--- src/rtl/uart_rx_frame.sv ---
// uart_rx_frame
//   Receives one UART frame at a time from an oversampled serial line:
//   start(0), 8 data bits LSB first, optional parity bit, stop(1).
//   Every bit is decided by a 3-sample majority vote around mid-bit.
//
// Parameters
//   PRESCALE   clocks per bit (8, 16 or 32)
//
// Ports
//   clk        clock, rising edge
//   rst        synchronous, active-high reset
//   RX_IN      serial line, idle high, already synchronous to clk
//   Par_EN     1: a parity bit follows the data (captured at start detect)
//   Par_TYP    0: even parity, 1: odd parity (captured at start detect)
//   P_DATA     last good byte, updated only on a good frame
//   Data_Valid one-cycle pulse, good frame
//   Par_err    one-cycle pulse, parity mismatch
//   Stop_err   one-cycle pulse, stop bit voted 0
//   busy       high whenever the receiver is not idle
//
// Frame timing, with the start-detect cycle counted as cycle 0 and
// N = PRESCALE * (10 + Par_EN):
//   busy is high on cycles 1..N-1, the result pulse is on cycle N-1 and
//   the receiver is idle again on cycle N, where it can already detect the
//   next start bit.
module uart_rx_frame #(
  parameter int PRESCALE = 8
) (
  input  logic       clk,
  input  logic       rst,
  input  logic       RX_IN,
  input  logic       Par_EN,
  input  logic       Par_TYP,
  output logic [7:0] P_DATA,
  output logic       Data_Valid,
  output logic       Par_err,
  output logic       Stop_err,
  output logic       busy
);

  localparam int EW = $clog2(PRESCALE);
  localparam int M  = PRESCALE / 2;

  // Edge-counter positions of interest inside one bit period.
  localparam logic [EW-1:0] E_S0   = EW'(M - 1);        // first sample
  localparam logic [EW-1:0] E_S1   = EW'(M);            // second sample
  localparam logic [EW-1:0] E_VOTE = EW'(M + 1);        // third sample + decision
  localparam logic [EW-1:0] E_OUT  = EW'(PRESCALE - 2); // load result flags
  localparam logic [EW-1:0] E_LAST = EW'(PRESCALE - 1); // last clock of the bit

  typedef enum logic [2:0] {
    IDLE,
    START,
    DATA,
    PARITY,
    STOP
  } state_t;

  state_t        state;
  logic [EW-1:0] ecnt;       // clock position inside the current bit
  logic [2:0]    bcnt;       // data bit index
  logic          s0, s1;     // first two samples of the vote
  logic [7:0]    shreg;      // data bits collected so far
  logic          f_par_en;   // frame copy of Par_EN
  logic          f_par_typ;  // frame copy of Par_TYP
  logic          par_bad;    // parity bit disagreed with the data
  logic          stop_bit;   // voted value of the stop bit
  logic          vote;       // majority of s0, s1 and the live sample

  // The third sample is taken straight off the line on the decision cycle,
  // so the vote is available on the same edge that consumes it.
  always_comb begin
    vote = (s0 & s1) | (s0 & RX_IN) | (s1 & RX_IN);
  end

  always_ff @(posedge clk) begin
    if (rst) begin
      state      <= IDLE;
      ecnt       <= '0;
      bcnt       <= '0;
      s0         <= 1'b1;
      s1         <= 1'b1;
      shreg      <= '0;
      f_par_en   <= 1'b0;
      f_par_typ  <= 1'b0;
      par_bad    <= 1'b0;
      stop_bit   <= 1'b1;
      P_DATA     <= '0;
      Data_Valid <= 1'b0;
      Par_err    <= 1'b0;
      Stop_err   <= 1'b0;
      busy       <= 1'b0;
    end else begin
      // Result flags are single-cycle pulses.
      Data_Valid <= 1'b0;
      Par_err    <= 1'b0;
      Stop_err   <= 1'b0;

      if (state == IDLE) begin
        // The detect cycle is ecnt = 0 of the start bit, so the bit timer
        // continues at 1. Frame options are frozen here for the whole frame.
        if (!RX_IN) begin
          state     <= START;
          ecnt      <= EW'(1);
          bcnt      <= '0;
          f_par_en  <= Par_EN;
          f_par_typ <= Par_TYP;
          par_bad   <= 1'b0;
          busy      <= 1'b1;
        end
      end else begin
        ecnt <= (ecnt == E_LAST) ? '0 : ecnt + EW'(1);

        if (ecnt == E_S0) s0 <= RX_IN;
        if (ecnt == E_S1) s1 <= RX_IN;

        case (state)
          START: begin
            // A start bit that votes high was only a glitch on the line.
            if (ecnt == E_VOTE && vote) begin
              state <= IDLE;
              ecnt  <= '0;
              busy  <= 1'b0;
            end else if (ecnt == E_LAST) begin
              state <= DATA;
            end
          end

          DATA: begin
            if (ecnt == E_VOTE) shreg[bcnt] <= vote;
            if (ecnt == E_LAST) begin
              bcnt <= bcnt + 3'd1;
              if (bcnt == 3'd7) state <= f_par_en ? PARITY : STOP;
            end
          end

          PARITY: begin
            // Received parity bit must equal XOR(data) ^ Par_TYP.
            if (ecnt == E_VOTE) par_bad <= vote ^ (^shreg) ^ f_par_typ;
            if (ecnt == E_LAST) state <= STOP;
          end

          STOP: begin
            if (ecnt == E_VOTE) stop_bit <= vote;
            // Flags are loaded one clock early so the pulse sits on the final
            // clock of the frame, the same clock that hands back to IDLE.
            if (ecnt == E_OUT) begin
              if (!stop_bit) begin
                Stop_err <= 1'b1;
              end else if (par_bad) begin
                Par_err <= 1'b1;
              end else begin
                P_DATA     <= shreg;
                Data_Valid <= 1'b1;
              end
            end
            if (ecnt == E_LAST) begin
              state <= IDLE;
              busy  <= 1'b0;
            end
          end

          default: begin
            state <= IDLE;
            ecnt  <= '0;
            busy  <= 1'b0;
          end
        endcase
      end
    end
  end

endmodule

--- config.mk ---
export PLATFORM = sky130hd
export DESIGN_NAME = uart_rx_frame
export DESIGN_NICKNAME = d
export VERILOG_FILES = /design/src/rtl/uart_rx_frame.sv
export SDC_FILE = /design/constraint.sdc
export NUM_CORES = 1
export LEC_CHECK = 0
export ABC_AREA = 1
export CELL_PAD_IN_SITES_DETAIL_PLACEMENT = 0
export CELL_PAD_IN_SITES_GLOBAL_PLACEMENT = 2
export CORE_ASPECT_RATIO = 1.1
export CORE_MARGIN = 4
export CORE_UTILIZATION = 33
export CTS_CLUSTER_SIZE = 16
export DETAILED_ROUTE_END_ITERATION = 6
export PLACE_DENSITY_LB_ADDON = 0.1
export SLEW_MARGIN = 0
export SYNTH_ARGS = -nofsm -noshare
export SYNTH_HDL_FRONTEND = slang
export SYNTH_SLANG_ARGS = --single-unit
--- constraint.sdc ---
create_clock -name clk -period 3.05 [get_ports clk]
set_input_delay 0.61 -clock clk [delete_from_list [all_inputs] [get_ports clk]]
set_output_delay 0.61 -clock clk [all_outputs]
set_load 0.005 [all_outputs]
# Yosys cells after proc, flatten, opt, wreduce, memory -nomap -nowiden
# Index checks and enable logic that the tools add are counted.
op_classes:
  n_mux: 33
  n_eq_ne: 18
  reduce_logical: 22
  n_bitwise: 13
  magnitude_cmp: 2
  add_sub_neg: 2
ops:
  columns: ["op", "n"]
  rows:
  - ["2-to-1 mux 3 bit", 16]
  - ["equality test 3 bit (second input constant)", 6]
  - ["inequality test 3 bit (second input constant)", 5]
  - ["2-to-1 mux 1 bit", 12]
  - ["one-hot mux 3 bit (4 select lines)", 1]
  - ["AND reduction 3 bit", 4]
  - ["equality test 3 x 2 -> 1 bit (second input constant)", 3]
  - ["bitwise mux 8 bit", 1]
  - ["nonzero test 2 bit", 4]
  - ["XOR reduction 8 bit", 1]
  - ["adder 3 x 1 -> 3 bit (second input constant)", 2]
  - ["inverter 1 bit", 6]
  - ["one-hot mux 3 bit (2 select lines)", 1]
  - ["AND reduction 2 bit", 3]
  - ["AND reduction 6 bit", 1]
  - ["AND reduction 5 bit", 1]
  - ["OR reduction 5 bit", 1]
  - ["less-than comparator 3 x 4 -> 1 bit (second input constant)", 1]
  - ["inequality test 4 bit (second input constant)", 1]
  - ["AND reduction 4 bit", 1]
  - ["OR reduction 4 bit", 1]
  - ["bitwise AND 1 bit", 3]
  - ["demux 1 bit (select 3 bit)", 1]
  - ["equality test 3 x 1 -> 1 bit (second input constant)", 1]
  - ["other kinds (10)", 13]
word_totals:
  ff_bits: 35
  elab_cells: 105

# Logic depth before layout (Yosys ltp)
depth:
  word_depth: 8
  depth_mapped: 11
  mapped_depth_nobuf: 11

# Worst setup path before layout
# Ideal clock, no wire load.
synth_timing:
  kind: "input -> register"
  start: "input port RX_IN"
  end: "register par_bad"
  required_ps: 2931
  path_slack_ps: 1682
  arrival_ps: 1249
  path_stages: 9
  setup_ps: 119
  path_buffers: 0
  path_cell_list: "inv_1 nand2_1 nand2_1 inv_1 nand2_1 nand2_1 nand3_1 nand2_1 a21oi_1"
synth_via:
  elab_chain_cells: 8
  word_cells_on_any_way: 11
synth_rtl:
  columns: ["element", "line_no", "source"]
  rows:
  - ["from (decl)", "31", "input logic RX_IN,"]
  - ["bitwise AND 1 bit", "73", "vote = (s0 & s1) | (s0 & RX_IN) | (s1 & RX_IN);"]
  - ["bitwise OR 1 bit (2 in a row)", "73", null]
  - ["XOR 1 bit (2 in a row)", "139", "if (ecnt == E_VOTE) par_bad <= vote ^ (^shreg) ^ f_par_typ;"]
  - ["2-to-1 mux 1 bit", "139", null]
  - ["2-to-1 mux 1 bit", "117", "case (state)"]
  - ["2-to-1 mux 1 bit", "99", "if (state == IDLE) begin"]
  - ["to (signal assigned)", "139", null]
  - ["to (decl)", "66", "logic par_bad;"]
# Several ways; a longest one is shown, not always the timed one. The select of a mux whose other input is x is not followed.
# A chain may end at the register's enable or synchronous reset.

# Final worst setup path
# Same ends and word-level chain as after synthesis.

==> flow_summary.toml <==
[outcome]
status = "completed"

[synthesis]
yosysTopAreaCellShare_pct = 39.41
synth_cells = 264
yosysSeqAreaShare_pct = 39.41
yosysTopAreaCell = "dfxtp_1"
syn-cell-area_mm2 = 0.001778
ys_ff_latch = 35
ys_top_cells_by_area = "dfxtp_1 39%, nand2_1 14%, inv_1 7.8%"
syn_nets = 277
synth_warnings = 0
synth.avg_cell_area_um2 = 6.735
synth.distinct_cells = 22

[final_layout]
syn2layout_area_growth_pct = 19.07
n_antenna_cell = 0
fin_area_mm2 = 0.002117
drive_gt1_share_pct = 6.316
final_nets = 297

[clock_network]
cts-hold-fix-buffers = 0
h-tree-depth = 2
cts_buffer_depth = 2
tritoncts = "done"
cts_sinks = 35
cts_resized = 0
cts-root-buf = "clkbuf_8"
clock_latency_ns = 0.28
cts_buffers = 5
cts_setup_buffers = 0
clk_pin_slew_worst_paths_ns = 0.07

[die]
rows = 27
die-area_mm2 = 0.006628
die_h_um = 84.99
ios = 17
start_util_pct = 34.85
die_x_um = 77.99
core-area_mm2 = 0.005101

[setup_path]
r2r-start = "ecnt[0]$_SDFFE_PP0N_"
worstReg2RegEnd = "bcnt[2]$_SDFFE_PP0P_"
path_class = "input pin to register"
reg2reg_slack_ns = 1.45
crit_path_end_kind = "register"
critPathMaxFanout = 7
startpoint_type = "input pin"
crit_required_ns = 3.27
reg2regPathDepth = 8
arrival_ns = 2.02

[timing]
timing.final.crit_share_pct = 58.95
worstMarginPinSlew_ns = 0.6774
skew_ns = 0.006039
hold_viol_final = 0
hold_slack_ns = 0.4624
slew_violations = 0
tns_ns = 0
setup_viol = 0
worst_slack_ns = 1.252
fmax_mhz = 556.2
grt_setup_unrepaired = "no"
slew-limit-headroom_pct = 54.79
finalCriticalPeriod_ns = 1.798

[global_route]
overflow = 0
grt_pass1_vias = 1550
grt_busiest_layer = "met2"
antenna_found_initial = 0
grt_max_degree = 22
met1_usage_pct = 15.69
grtUsageTotal_pct = 13.85
grtUsageMet3_pct = 3.185
grt_pass1_wl_mm = 7.265
grt.met2_usage_pct = 25.08

[min_path]
holdPathEnd = "Stop_err$_SDFF_PP0_"
holdPathStages = 1
min_from = "stop_bit$_SDFFE_PP1P_"
hp-class = "register to register"

[place]
port_buffers = 16
post-place-ws_ns = 0.9767
dpl_cell_area_mm2 = 0.002017
gp_congestion = 0.8609
dp_hpwl_mm = 3.348

[detailed_routing]
vias = 1647
viasPerCell = 4.613
ant_nets = 0
dr.pass1.iters = 4
drcViolationCount = 0
wl_per_cell_um = 12.25
drtIter0Drc = 66
wirelength_mm = 4.374

[power]
p_per_area_mw_per_mm2 = 622.3
p_leak_nw = 0.9398
vdd_drop_max_mv = 0.3711

[job]
maxCapViolCount = 0
[state kept, by name (all words and copies together) (netlist names)]
name,flops
shreg,8
Par_err,1
state,3
Data_Valid,1
ecnt,3
s0,1
Stop_err,1
stop_bit,1
busy,1
f_par_typ,1
f_par_en,1
bcnt,3
P_DATA,8
s1,1
par_bad,1
[cells in the final DEF (no fill, tap or decap), drive strengths merged]
master | synthesis | final
nand4 | 6 | 6
o21ai | 27 | 27
ha | 8 | 8
clkbuf | 3 | 8
buf | 1 | 1
nand3 | 16 | 16
a31oi | 2 | 2
xnor2 | 1 | 1
nor3 | 3 | 3
inv | 42 | 42
o211ai | 1 | 1
dfxtp | 35 | 35
or2 | 1 | 1
clkdlybuf4s50 | 0 | 16
nor2 | 27 | 27
nor3b | 1 | 1
a21oi | 24 | 24
nand2 | 66 | 66
[critical path, stage by stage]
cell and delay [ns]:
clkdlybuf4s50_1 0.50, inv_1 0.09, nand2_1 0.08, nand2_1 0.11, inv_1 0.20, nand2_1 0.08
nand2_1 0.08, inv_1 0.04, nand2_1 0.05, nand2_1 0.04, a21oi_1 0.11
[through the flow]
step                total power, mW  instances  util [%]
CTS                           1.332        357     41.50
floorplan                    0.8438        264         -
detailed placement           0.9525        349     39.54
finish                        1.318        357     41.50
global placement             0.9608        349     39.54
global route                  1.423        357     41.50
[layer usage]
| layer | vias to the layer above | wire (µm) |
|---|---|---|
| met5 | - | 0 |
| met4 | 0 | 79 |
| met3 | 8 | 127 |
| met2 | 25 | 2128 |
| met1 | 723 | 2039 |
| li1 | 891 | - |
[final cells by class]
cell class / count / area, µm²
Clock buffer: 8 / 100.1
Fill cell: 545 / 2984
Inverter: 42 / 157.7
Multi-Input combinational cell: 183 / 900.9
Sequential cell: 35 / 700.7
Tap cell: 72 / 90.09
Timing Repair Buffer: 17 / 167.7
[kinds of logic (layout without fill, tap and decap cells)]
| group | after synthesis | count (layout) | synth area share [%] |
|---|---|---|---|
| adders and majority gates | 8 | 8 | 5.630 |
| and+or+nand+nor | 120 | 120 | 29.06 |
| AOI/OAI and AO/OA | 54 | 54 | 15.48 |
| buffers and inverters | 46 | 67 | 9.923 |
| DFF | 35 | 35 | 39.41 |
| xor gates and xnor gates | 1 | 1 | 0.4927 |
[synth_stat cells]
cell      count
nor2_2        3
nand3_1      16
nand4_2       1
xnor2_1       1
o21ai_0      23
nand2_1      66
nor3b_1       1
ha_1          8
nor2_1       23
dfxtp_1      35
a21oi_1      24
nor3_1        3
o211ai_1      1
buf_4         1
inv_2         5
inv_1        37
o21ai_1       4
clkbuf_1      3
nand4_1       5
nor2_4        1
a31oi_1       2
or2_0         1
[worst max path at each step]
stage	from	endpoint	slack (ns)	cells past startpoint
after CTS	RX_IN	par_bad$_SDFFE_PP0P_	1.27	11
after floorplan	RX_IN	par_bad$_SDFFE_PP0P_	1.68	9
after global placement	RX_IN	par_bad$_SDFFE_PP0P_	1.02	10
after global routing	RX_IN	par_bad$_SDFFE_PP0P_	1.14	11
final	RX_IN	par_bad$_SDFFE_PP0P_	1.25	11
after detailed placement	RX_IN	par_bad$_SDFFE_PP0P_	0.98	11
[where the power goes]
part	internal, mW	total (mW)	switching (mW)
combinational	0.132	0.399	0.267
clock	0.206	0.374	0.168
sequential	0.502	0.545	0.0429
Note: power is estimated with default switching activity, not from simulation.
